## config.mk

```make
export PLATFORM = sky130hd
export DESIGN_NAME = imm_ext_pipe
export DESIGN_NICKNAME = d
export VERILOG_FILES = /design/src/rtl/imm_ext_pipe.sv
export SDC_FILE = /design/constraint.sdc
export NUM_CORES = 1
export LEC_CHECK = 0
export ABC_AREA = 0
export CAP_MARGIN = 20
export CORE_MARGIN = 3
export CORE_UTILIZATION = 55
export CTS_BUF_LIST = sky130_fd_sc_hd__clkbuf_16
export DETAILED_ROUTE_END_ITERATION = 16
export DONT_BUFFER_PORTS = 1
export GPL_TIMING_DRIVEN = 0
export PLACE_DENSITY_LB_ADDON = 0.1
export SETUP_SLACK_MARGIN = 0.2
export SYNTH_ARGS = -nofsm -noshare
export SYNTH_HDL_FRONTEND = slang
export SYNTH_SLANG_ARGS = --single-unit
```

## constraint.sdc

```tcl
create_clock -name clk -period 5.2 [get_ports clk]
set_input_delay 1.3 -clock clk [delete_from_list [all_inputs] [get_ports clk]]
set_output_delay 1.3 -clock clk [all_outputs]
set_load 0.01 [all_outputs]
```

## src/rtl/imm_ext_pipe.sv

```systemverilog
// imm_ext_pipe: registered immediate extender between fetch and execute.
// Decodes the instruction format from the opcode, sign-extends the immediate
// to XLEN, flags unsupported opcodes and optionally computes pc+imm. Two
// entries of storage (output register + skid entry) keep FIFO order.
//
// Handshake: an input is accepted on a rising clk when in_valid & in_ready
// and flush is low; an output transfers on a rising clk when out_valid &
// out_ready and flush is low. in_ready is a pure function of state (skid
// entry empty) and never depends combinationally on out_ready. While
// out_valid=1 and out_ready=0 the out_* fields are held stable.
`timescale 1ns/1ps
module imm_ext_pipe #(
    parameter int XLEN      = 32,
    parameter bit TARGET_EN = 1'b1
) (
    input  logic            clk,
    input  logic            reset,
    input  logic            flush,
    input  logic            in_valid,
    output logic            in_ready,
    input  logic [31:0]     in_instr,
    input  logic [XLEN-1:0] in_pc,
    output logic            out_valid,
    input  logic            out_ready,
    output logic [XLEN-1:0] out_imm,
    output logic [2:0]      out_fmt,
    output logic            out_illegal,
    output logic [XLEN-1:0] out_target,
    output logic [1:0]      dbg_state_o
);

    localparam logic [2:0] FMT_NONE = 3'd0;
    localparam logic [2:0] FMT_I    = 3'd1;
    localparam logic [2:0] FMT_S    = 3'd2;
    localparam logic [2:0] FMT_B    = 3'd3;
    localparam logic [2:0] FMT_U    = 3'd4;
    localparam logic [2:0] FMT_J    = 3'd5;
    localparam logic [2:0] FMT_Z    = 3'd6;

    // EMPTY: nothing held; ONE: output register valid; FULL: skid also valid.
    typedef enum logic [1:0] {
        ST_EMPTY = 2'd0,
        ST_ONE   = 2'd1,
        ST_FULL  = 2'd2
    } state_t;

    typedef struct packed {
        logic [XLEN-1:0] imm;
        logic [2:0]      fmt;
        logic            illegal;
        logic [XLEN-1:0] target;
    } entry_t;

    state_t state_q, state_d;
    entry_t out_q, out_d;
    entry_t skid_q, skid_d;
    entry_t dec;

    logic [31:0] imm_i32, imm_s32, imm_b32, imm_u32, imm_j32, imm_z32;
    logic [31:0] imm32;
    logic        target_sel;

    // Widen a 32-bit sign-extended immediate to XLEN (no-op when XLEN=32).
    function automatic logic [XLEN-1:0] widen(input logic [31:0] v);
        logic [XLEN-1:0] r;
        r       = {XLEN{v[31]}};
        r[31:0] = v;
        return r;
    endfunction

    // Candidate immediates for every format, each already sign-extended to 32 bits.
    always_comb begin
        imm_i32 = {{20{in_instr[31]}}, in_instr[31:20]};
        imm_s32 = {{20{in_instr[31]}}, in_instr[31:25], in_instr[11:7]};
        imm_b32 = {{20{in_instr[31]}}, in_instr[7], in_instr[30:25], in_instr[11:8], 1'b0};
        imm_u32 = {in_instr[31:12], 12'h000};
        imm_j32 = {{12{in_instr[31]}}, in_instr[19:12], in_instr[20], in_instr[30:21], 1'b0};
        imm_z32 = {27'd0, in_instr[19:15]};
    end

    // Opcode decode into a complete entry; only B, J and AUIPC produce a target.
    always_comb begin
        dec        = '0;
        imm32      = '0;
        target_sel = 1'b0;
        case (in_instr[6:0])
            7'b0000011, 7'b0010011, 7'b1100111: begin
                dec.fmt = FMT_I;
                imm32   = imm_i32;
            end
            7'b0011011: begin
                if (XLEN == 64) begin
                    dec.fmt = FMT_I;
                    imm32   = imm_i32;
                end else begin
                    dec.illegal = 1'b1;
                end
            end
            7'b0100011: begin
                dec.fmt = FMT_S;
                imm32   = imm_s32;
            end
            7'b1100011: begin
                dec.fmt    = FMT_B;
                imm32      = imm_b32;
                target_sel = 1'b1;
            end
            7'b0110111: begin
                dec.fmt = FMT_U;
                imm32   = imm_u32;
            end
            7'b0010111: begin
                dec.fmt    = FMT_U;
                imm32      = imm_u32;
                target_sel = 1'b1;
            end
            7'b1101111: begin
                dec.fmt    = FMT_J;
                imm32      = imm_j32;
                target_sel = 1'b1;
            end
            7'b1110011: begin
                // funct3[2] selects the CSR immediate forms (zimm in rs1 field).
                if (in_instr[14]) begin
                    dec.fmt = FMT_Z;
                    imm32   = imm_z32;
                end else begin
                    dec.fmt = FMT_I;
                    imm32   = imm_i32;
                end
            end
            default: begin
                dec.fmt     = FMT_NONE;
                dec.illegal = 1'b1;
            end
        endcase
        dec.imm = widen(imm32);
        if (TARGET_EN && target_sel) begin
            dec.target = in_pc + dec.imm;
        end
    end

    // Next-state and storage update; flush wins over accept and transfer.
    always_comb begin
        state_d = state_q;
        out_d   = out_q;
        skid_d  = skid_q;
        if (flush) begin
            state_d = ST_EMPTY;
        end else begin
            case (state_q)
                ST_EMPTY: begin
                    if (in_valid) begin
                        out_d   = dec;
                        state_d = ST_ONE;
                    end
                end
                ST_ONE: begin
                    case ({in_valid, out_ready})
                        2'b11: out_d = dec;
                        2'b10: begin
                            skid_d  = dec;
                            state_d = ST_FULL;
                        end
                        2'b01: state_d = ST_EMPTY;
                        default: ;
                    endcase
                end
                ST_FULL: begin
                    // in_ready is low here, so only the skid entry can move.
                    if (out_ready) begin
                        out_d   = skid_q;
                        state_d = ST_ONE;
                    end
                end
                default: state_d = ST_EMPTY;
            endcase
        end
    end

    // State and storage registers with asynchronous clear.
    always_ff @(posedge clk or posedge reset) begin
        if (reset) begin
            state_q <= ST_EMPTY;
            out_q   <= '0;
            skid_q  <= '0;
        end else begin
            state_q <= state_d;
            out_q   <= out_d;
            skid_q  <= skid_d;
        end
    end

    // Outputs come straight from registers.
    always_comb begin
        in_ready    = (state_q != ST_FULL);
        out_valid   = (state_q != ST_EMPTY);
        out_imm     = out_q.imm;
        out_fmt     = out_q.fmt;
        out_illegal = out_q.illegal;
        out_target  = out_q.target;
        dbg_state_o = state_q;
    end

endmodule
```

# Word level (Yosys, flattened, before mapping)
# Cells that the tools add are included.
# op_classes
add_sub_neg	1
eq_ne	21
mux	16
bitwise_logic	1
reduce_logical	10
# ops
op	count
2-to-1 mux 68 bit	3
one-hot mux 68 bit (3 select lines)	1
one-hot mux 32 bit (6 select lines)	1
2-to-1 mux 32 bit	2
adder 32 bit	1
equality test 7 bit, second input constant	4
one-hot mux 3 bit (6 select lines)	1
equality test 7 x 5 -> 1 bit, second input constant	2
equality test 7 x 6 -> 1 bit, second input constant	2
OR reduction 9 bit	1
equality test 7 x 2 -> 1 bit, second input constant	1
equality test 2 bit, second input constant	3
2-to-1 mux 2 bit	3
!= test 2 bit, second input constant	3
!= test 3 bit, second input constant	2
one-hot mux 2 bit (3 select lines)	1
AND reduction 3 bit	2
OR reduction 3 bit	2
AND reduction 5 bit	1
equality test 2 x 1 -> 1 bit, second input constant	2
!= test 4 x 3 -> 1 bit, second input constant	1
one-hot mux 2 bit (2 select lines)	1
2-to-1 mux 3 bit	1
nonzero test 3 bit	1
6 further kinds	7
# word_totals
ff_bits	138
inputBits	69
output_inout_bits	72
word_cells	58

# Depth between registers and ports, before layout
# Gate-level depths: netlist of run 1.
# logic_depth
depth_word	7
ltp_mapped	19
depth_no_buf	16

# Least setup slack after synthesis of run 1
# No wires, ideal clock.
# synth_timing
path_kind	input -> register
start	input in_instr[3]
end	register out_q, in the netlist out_target[30]
setup_ps	122
arrival_ps	4477
t_required_ps	5078
slack_ps	601
stages	16
n_path_buf	1
cell_sequence	clkbuf_1 -> nor3_1 -> and3_1 -> and2b_1 -> a222oi_1 -> inv_1 -> ha_1 -> fa_1 -> a21o_1 -> a31oi_1 -> or4b_4 -> a21oi_2 -> or3_1 -> a21o_1 -> nand3_1 -> a21oi_2
# synth_lines
item	line	rtl
start, declared	21	input logic [31:0] in_instr,
end signal, assigned	189	out_q <= out_d;
end, declared	55	entry_t out_q, out_d;

==> results of run 1 <==
==> flip-flops by register name (all words and copies together) (netlist names) <==
name and flops:
dbg_state_o 2, out_target 32, skid_q 68, out_illegal 1, out_imm 32, out_fmt 3
==> layout make-up <==
type / instances / area share [%]
Buffer: 63 / 2.691
Inverter: 35 / 1.496
Timing Repair Buffer: 8 / 0.8786
Sequential cell: 138 / 37.89
Clock inverter: 15 / 2.197
Multi-Input combinational cell: 745 / 47.71
Tap cell: 180 / 2.471
Clock buffer: 17 / 4.668
==> cells by family after synthesis <==
group | Yosys count | synth area share, %
xor gates and xnor gates | 25 | 2.782
muxes | 14 | 1.844
DFF | 138 | 42.42
buffers and inverters | 98 | 4.580
AOI/OAI and AO/OA | 299 | 22.47
and+or+nand+nor | 375 | 20.90
adders and majority gates | 32 | 5.010
==> metrics by stage <==
step / TNS, ns / total power [uW] / cell area, um2
6_report: 0 / 2827 / 9114
4_1_cts: 0 / 2827 / 9055
5_1_grt: 0 / 2922 / 9114
2_1_floorplan: 0 / 1440 / 8142
3_3_place_gp: -183.31 / 1527 / 8367
3_5_place_dp: -2.748 / 1536 / 8399
==> power by group <==
| part | internal [uW] | switching (uW) | leakage [uW] |
|---|---|---|---|
| clock network | 804 | 500 | 0.000300 |
| logic | 102 | 208 | 0.00224 |
| registers | 1140 | 71.9 | 0.00186 |
| total | 2050 | 780 | 0.00441 |
==> cell usage in the layout, fill, tap and decap left out, types with 5 or more instances in the layout <==
| master | Yosys | routed |
|---|---|---|
| inv_1 | 33 | 34 |
| ha_1 | 31 | 31 |
| and3_1 | 8 | 8 |
| buf_1 | 6 | 6 |
| and2_1 | 12 | 12 |
| nand2_1 | 169 | 169 |
| a21o_1 | 26 | 26 |
| nor2_1 | 86 | 86 |
| mux2_2 | 8 | 8 |
| or3_1 | 6 | 6 |
| buf_4 | 0 | 7 |
| nor3_1 | 10 | 9 |
| nand2b_1 | 5 | 5 |
| mux2i_1 | 6 | 6 |
| dfrtp_1 | 138 | 138 |
| xnor2_1 | 16 | 16 |
| a211oi_1 | 13 | 13 |
| clkbuf_16 | 0 | 17 |
| o21ai_1 | 8 | 8 |
| o31ai_1 | 9 | 9 |
| nand4_1 | 7 | 7 |
| a222oi_1 | 5 | 5 |
| xor2_1 | 8 | 8 |
| a21oi_1 | 87 | 85 |
| o211ai_1 | 11 | 11 |
| o21a_1 | 6 | 6 |
| nand3b_1 | 5 | 5 |
| nand3_1 | 36 | 36 |
| a31oi_1 | 25 | 24 |
| clkbuf_1 | 53 | 50 |
| nor2b_1 | 7 | 7 |
| o21ai_0 | 84 | 84 |
==> path summary, 6_finish.rpt <==
kind	startpoint	end	slack, ns
max in group asynchronous	reset	out_imm[20]	3.59
setup reg to reg	dbg_state_o[1]	skid_q[23]	2.61
hold / removal	skid_q[34]	skid_q[34]	0.48
hold reg to reg	skid_q[34]	skid_q[34]	0.48
min in group asynchronous	reset	out_target[8]	0.84
setup / recovery	in_instr[5]	out_target[27]	0.43
==> repair_timing <==
action                     in CTS  in global routing
pin swaps                       2                  2
resized for setup               0                 12
setup buffers                   4                  3
setup endpoints to repair       3                 24
==> worst reg2reg max path: stages, from the launching register on <==
cell      delay [ns]
dfrtp_1         0.50
or4_1           0.17
clkbuf_1        0.44
buf_1           0.50
clkbuf_1        0.63
nand2_1         0.16
o31ai_1         0.11
==> layer usage <==
metal / wire length (um) / track usage (%)
met1: 11140 / 44.74
met2: 11360 / 46.33
met3: 2415 / 8.167
met4: 848 / 11.67
met5: 0 / 0
==> flow_metrics.tcl, run 1 <==
set metrics [dict create \
    reg2reg_depth 6 \
    final-max-slew-violation-count 0 \
    wl_per_cell_um 21.45 \
    dieHeight_um 127.7 \
    cts_sinks 138 \
    htreeDepth 4 \
    yosysTopAreaCell "dfrtp_1" \
    vias 7468 \
    hold_violations 0 \
    grt_pass1_vias 6926 \
    gr-usage-all-layers_pct 31.40 \
    cts-root-buf "clkbuf_16" \
    grt_max_degree 74 \
    dp_hpwl_um 19190 \
    power_density_nw_per_um2 310.2 \
    synth_enable_flop_cells 0 \
    required_ns 5.50 \
    cts_tree "yes" \
    ys_types 66 \
    startpoint_type "input pin" \
    cp_common_cell "and2_1" \
    rsz0062_at_grt "false" \
    p_leak_uw 0.004406 \
    num_antenna_cells 0 \
    ant_nets 0 \
    antenna_found_initial 0 \
    worst-path-stages 15 \
    timing.fmax_mhz 209.6 \
    multi_input_comb_area_um2 4348 \
    period_share_pct 91.77 \
    crit_path_end_kind "flip-flop" \
    period_needed_ns 4.772 \
    maxSlewHeadroom_pct 42.61 \
    critPathKind "input pin to flip-flop" \
    crit_slowest_cell "or3_1" \
    setup_viol 0 \
    status "finished clean" \
    ctsHoldBuffers 0 \
    cts_buffer_depth 2 \
    grt-ovfl-total 0 \
    synth.area.top_cells "dfrtp_1 42%, nand2_1 7.8%, a21oi_1 5.3%, o21ai_0 5.2%, ha_1 4.8%" \
    syn_nets 1082 \
    dp_slack_ns -0.3414 \
    yosys-top-cells-count "169 x nand2_1, 138 x dfrtp_1, 87 x a21oi_1, 86 x nor2_1, 84 x o21ai_0" \
    arrival_ns 5.07 \
    dp_cells 1162 \
    start_util_pct 57.32 \
    ys_ff_latch 138 \
    drt-initial-drc-count 835 \
    ir_worst_vdd_v 0.0002282 \
    fin_hold_ws_ns 0.4782 \
    finalWirelength_um 25760 \
    ys.flop_type "dfrtp_1" \
    maxCapViolCount 0 \
    io_pins 141 \
    numCtsBuffers 17 \
    fin_cells 1201 \
    vias_per_cell 6.218 \
    final_nets 1109 \
    fin_worst_skew_ns 0.007010 \
    dieWidth_um 127.7 \
    die-area_um2 16300 \
    grt_pass1_wl_um 38960 \
    cp_max_fo 10 \
    finalWorstSetupSlack_ns 0.4281 \
    drive_gt1_share_pct 8.031 \
    clk_latency_ns 0.43 \
    syn-instance-count 981 \
    regArea_um2 3453 \
    ys_seq_area_share_pct 42.42 \
    drc 0 \
    async_flop_share_pct 100.0 \
    num_rows 43 \
    min_path_type "flip-flop to flip-flop" \
    yosys.cell_count.top_type "nand2_1" \
    yosys.area.top_type_share_pct 42.42 \
    holdPathStages 2 \
    portBuffers 0 \
    gp_congestion 0.9947 \
    clkTransAtPathRegs_ns 0.06 \
    fillers 1280 \
    critical_path.top_delay_family "compound AO/OA/AOI/OAI gates" \
    avgSynthCellArea_um2 8.299 \
    syn2layout_area_growth_pct 11.94 \
    worst-path-buf-inv 3 \
    final_util_pct 64.16 \
    yosys_warnings 0 \
    core_um2 14200 \
    max_stage_delay_ns 0.44 \
    worst_pin_slew_ns 0.8608 \
    crit_chain "clkbuf_2 > a21boi_0 > o21a_1 > or2_1 > and2_1 > buf_2 > a21oi_1 > inv_1 > ha_1 > and2_1 > a2111oi_0 > o21ai_0 > or3_1 > a32oi_2 > o21ai_1" \
    dr.pass1.iters 6 \
    synth_area_um2 8142 \
]
(Power assumes the default switching activity.)
==> run 2: changes to the inputs <==
Settings changed: CAP_MARGIN 20 to 30, MAX_ROUTING_LAYER from default to met4, SKIP_CTS_REPAIR_TIMING from default to 1.
==> flow_metrics.tcl, run 2 (synthesis results as in run 1) <==
set metrics [dict create \
    grt_max_degree 85 \
    largest-register "skid_q" \
    drt-initial-drc-count 614 \
    wl_per_cell_um 21.61 \
    dr.pass1.iters 5 \
    worst-path-stages 15 \
    dp_hpwl_um 19520 \
    die-area_um2 16300 \
    cts_buffer_depth 2 \
    gr-usage-met3_pct 6.708 \
    htreeDepth 4 \
    fin_worst_skew_ns 0.01095 \
    period_share_pct 93.29 \
    start_util_pct 57.32 \
    finalPower_uw 2840 \
    num_antenna_cells 0 \
    reg2reg_to "out_target[13]" \
    cts_tree "yes" \
    io_pins 141 \
    dieWidth_um 127.7 \
    portBuffers 0 \
    final-max-slew-violation-count 0 \
    startpoint "in_instr[3]" \
    startpoint_type "input pin" \
    crit_chain "clkbuf_2 > nor3_4 > and3_1 > and2b_1 > a222oi_1 > inv_1 > ha_1 > a21o_1 > a31oi_1 > or4b_4 > nand3_2 > a41oi_2 > xnor2_1 > a221oi_1 > nor2_1" \
    grt_pass1_wl_um 39250 \
    drive_gt1_share_pct 7.866 \
    cp_max_fo 9 \
    dp_cells 1162 \
    gp_congestion 1.004 \
    syn2layout_area_growth_pct 11.60 \
    r2r_start "dbg_state_o[1]" \
    worst-path-buf-inv 2 \
    power_density_nw_per_um2 312.5 \
    endpoint "out_target[24]" \
    cts_sinks 138 \
    dpl_cell_area_um2 8399 \
    grt_pass1_vias 6922 \
    fillers 1261 \
    multi_input_comb_area_um2 4344 \
    core_um2 14200 \
    required_ns 5.50 \
    period_needed_ns 4.851 \
    maxCapViolCount 0 \
    grt_use_met1_pct 45.55 \
    top_usage_layer "met2" \
    drc 0 \
    critical_path.top_delay_family "compound AO/OA/AOI/OAI gates" \
    grtUsageMet2_pct 47.82 \
    ir_worst_vdd_v 0.0002266 \
    clkTransAtPathRegs_ns 0.06 \
    fin_cells 1197 \
    maxSlewHeadroom_pct 41.72 \
    finalWirelength_um 25870 \
    rsz0062_at_grt "false" \
    min_path_type "flip-flop to flip-flop" \
    vias_per_cell 6.240 \
    grt-ovfl-total 0 \
    largest_reg_flops 68 \
    layout_common_cells "169 x nand2_1, 138 x dfrtp_1, 86 x nor2_1, 85 x a21oi_1, 84 x o21ai_0" \
    vias 7469 \
    antenna_found_initial 0 \
    dieHeight_um 127.7 \
    numCtsBuffers 17 \
    fin_area_um2 9086 \
    reg2reg_slack_ns 2.57 \
    final_nets 1105 \
    num_rows 43 \
    critPathKind "input pin to flip-flop" \
    clk_latency_ns 0.43 \
    arrival_ns 5.15 \
    ant_nets 0 \
    gr-usage-all-layers_pct 32.44 \
    crit_path_end_kind "flip-flop" \
    hold_violations 0 \
    setup_viol 0 \
    layout_commonest_cell "nand2_1" \
    max_stage_delay_ns 0.61 \
    reg2reg_depth 7 \
    status "finished clean" \
    p_leak_uw 0.004400 \
    crit_slowest_cell "or4b_4" \
    cts-root-buf "clkbuf_16" \
    regArea_um2 3453 \
    worst_pin_slew_ns 0.8742 \
    timing.fmax_mhz 206.1 \
]
run 2: layout make-up:
cell class	count	share of cell area, %
sequential	138	38.01
tap	180	2.479
inverter	35	1.501
buffer	63	2.699
clock inverter	15	2.272
clock buffer	17	4.682
multi-input combinational	745	47.81
timing repair buffer	4	0.5508
run 2: through the flow:
stage / setup TNS [ns] / hold slack (ns) / setup WS (ns) / util, %
floorplan: 0 / 0.4377 / 0.2038 / -
detailed placement: -3.416 / 0.4568 / -0.3660 / 59.14
CTS: 0 / 0.4703 / 0.06161 / 63.58
global placement: -187.12 / 0.4497 / -1.348 / 58.91
finish: 0 / 0.4692 / 0.3489 / 63.97
global route: 0 / 0.4842 / 0.2072 / 63.97
run 2: tightest hold or removal path, stage by stage (launching register included):
cell	delay, ns
dfrtp_1	0.34
nand2_1	0.05
nand2_1	0.05
run 2: power breakdown:
part / total, uW / internal, uW / leakage [uW] / switching (uW)
registers: 1210 / 1140 / 0.00186 / 71.4
logic: 310 / 102 / 0.00222 / 208
clock network: 1320 / 777 / 0.000312 / 540
total: 2840 / 2020 / 0.00440 / 820
run 2: worst min-delay path by stage:
stage	depth (start not counted)	to	startpoint
finish	2	skid_q[17]	skid_q[17]
global route	2	skid_q[7]	skid_q[7]
CTS	2	skid_q[17]	skid_q[17]
detailed placement	2	skid_q[17]	skid_q[17]
global placement	2	skid_q[17]	skid_q[17]
floorplan	2	skid_q[7]	skid_q[7]
run 2: metal layers:
layer,wire [um],vias up
met4,741,0
met2,11470,328
met5,0,-
met3,2269,48
li1,-,3500
met1,11390,3593
==> run 3: changes to the inputs <==
Settings changed: CORE_UTILIZATION 55 to 35.
Clock period 5.2 ns to 4.6 ns, I/O delays scaled along.
==> flow_metrics.tcl, run 3 (synthesis results as in run 1) <==
set metrics [dict create \
    status "finished clean" \
    vias 7379 \
    crit_slowest_cell "fa_1" \
    min_to "skid_q[14]" \
    drt-initial-drc-count 591 \
    dpl_cell_area_um2 8603 \
    wl_met3_um 2057 \
    maxSlewHeadroom_pct 43.42 \
    finalWirelength_um 29340 \
    fin_area_um2 9467 \
    ir_worst_vdd_v 0.0002203 \
    crit_chain "clkbuf_4 > nor3_4 > and3_1 > and2b_2 > a222oi_1 > buf_4 > inv_1 > ha_1 > fa_1 > a21o_1 > a31oi_4 > o221a_2 > o21ai_4 > a31oi_2 > xnor2_1 > nand2_1 > o211ai_1" \
    start_util_pct 35.74 \
    max_stage_delay_ns 0.44 \
    dr.pass1.iters 5 \
    crit_path_end_kind "flip-flop" \
    die-area_um2 25130 \
    gp_congestion 0.9371 \
    syn2layout_area_growth_pct 16.27 \
    grt-ovfl-total 0 \
    final-max-slew-violation-count 0 \
    finalWorstSetupSlack_ns 0.2718 \
    timing.fmax_mhz 231.0 \
    cts_buffer_depth 2 \
    wl_met1_um 13140 \
    rsz0062_at_grt "true" \
    largest_reg_flops 68 \
    reg2reg_to "out_fmt[1]" \
    gr-usage-all-layers_pct 23.88 \
    grt_pass1_wl_um 43600 \
    largest-register "skid_q" \
    htreeDepth 4 \
    grt_pass1_vias 7066 \
    core_um2 22780 \
    dieHeight_um 158.5 \
    layout_common_cells "169 x nand2_1, 138 x dfrtp_1, 86 x nor2_1, 83 x o21ai_0, 73 x a21oi_1" \
    cts-root-buf "clkbuf_16" \
    cts_sinks 138 \
    portBuffers 0 \
    clk_latency_ns 0.43 \
    dp_hpwl_um 22490 \
    vias_per_cell 5.523 \
    clkTransAtPathRegs_ns 0.06 \
    p_leak_uw 0.004444 \
    top_layer "met4" \
    min_from "skid_q[14]" \
    min_path_type "flip-flop to flip-flop" \
    cp_max_fo 9 \
    drc 0 \
    dr_wl_met2_um 13580 \
    numCtsBuffers 17 \
    worst_pin_slew_ns 0.8469 \
    wl_per_cell_um 21.96 \
    num_rows 55 \
    dieWidth_um 158.5 \
    num_antenna_cells 0 \
    arrival_ns 4.66 \
    reg2reg_slack_ns 1.77 \
    ant_nets 0 \
    grt_max_degree 39 \
    required_ns 4.93 \
    reg2reg_depth 8 \
    hold_violations 0 \
    r2r_start "dbg_state_o[1]" \
    layout_commonest_cell "nand2_1" \
    final_util_pct 41.56 \
    drive_gt1_share_pct 12.02 \
    setup_tns_ns 0 \
    dp_slack_ns -0.6896 \
    holdPathStages 2 \
    antenna_found_initial 0 \
    critPathKind "input pin to flip-flop" \
    cts_tree "yes" \
    power_density_nw_per_um2 325.4 \
    maxCapViolCount 0 \
    startpoint_type "input pin" \
    fin_worst_skew_ns 0.009459 \
    setup_viol 0 \
    period_share_pct 94.09 \
    io_pins 141 \
    period_needed_ns 4.328 \
    final_nets 1111 \
]
run 3: how the worst max path moves through the flow:
stage | from | end | slack [ns] | depth (start not counted)
floorplan | in_instr[5] | out_target[30] | 0.20 | 18
global placement | in_instr[3] | out_target[24] | -0.65 | 16
detailed placement | in_instr[3] | out_target[24] | -0.69 | 16
CTS | in_instr[3] | out_target[24] | -0.25 | 16
global route | in_instr[3] | out_target[24] | 0.03 | 17
finish | in_instr[3] | out_target[16] | 0.27 | 17
run 3: critical path: cells and delay by family:
family,cells,cell delay (ns)
AO/OA/AOI/OAI,7,1.71
adder cells (fa/ha/maj),2,0.66
AND/OR/NAND/NOR,4,0.58
buffers and inverters,3,0.42
XOR/XNOR,1,0.13
run 3: per-stage QoR:
| stage | hold WS (ns) | instances | total power [uW] |
|---|---|---|---|
| 2_1_floorplan | 0.4377 | 981 | 1628 |
| 3_3_place_gp | 0.4520 | 1294 | 1745 |
| 3_5_place_dp | 0.4608 | 1297 | 1753 |
| 4_1_cts | 0.4781 | 1329 | 3081 |
| 5_1_grt | 0.4924 | 1336 | 3203 |
| 6_report | 0.4783 | 1336 | 3080 |
run 3: power breakdown:
| part | internal [uW] | total (uW) | switching [uW] |
|---|---|---|---|
| Clock | 710 | 1340 | 628 |
| Sequential | 1290 | 1370 | 82.6 |
| Combinational | 126 | 371 | 244 |
| Total | 2130 | 3080 | 955 |
run 3: per-layer routing:
layer	GRT usage (%)	vias up
met2	36.62	237
met1	32.33	3592
met3	5.083	36
met5	-	-
met4	6.186	0
li1	-	3514
run 3: layout make-up:
class,count,area (um2)
clock inverters,15,133.9
multi-input cells,745,4544
inverters,35,135.1
plain buffers,63,270.3
clock buffers,17,425.4
repair buffers,10,112.6
well taps,313,391.6
fillers,2324,13310
flip-flops and latches,138,3453
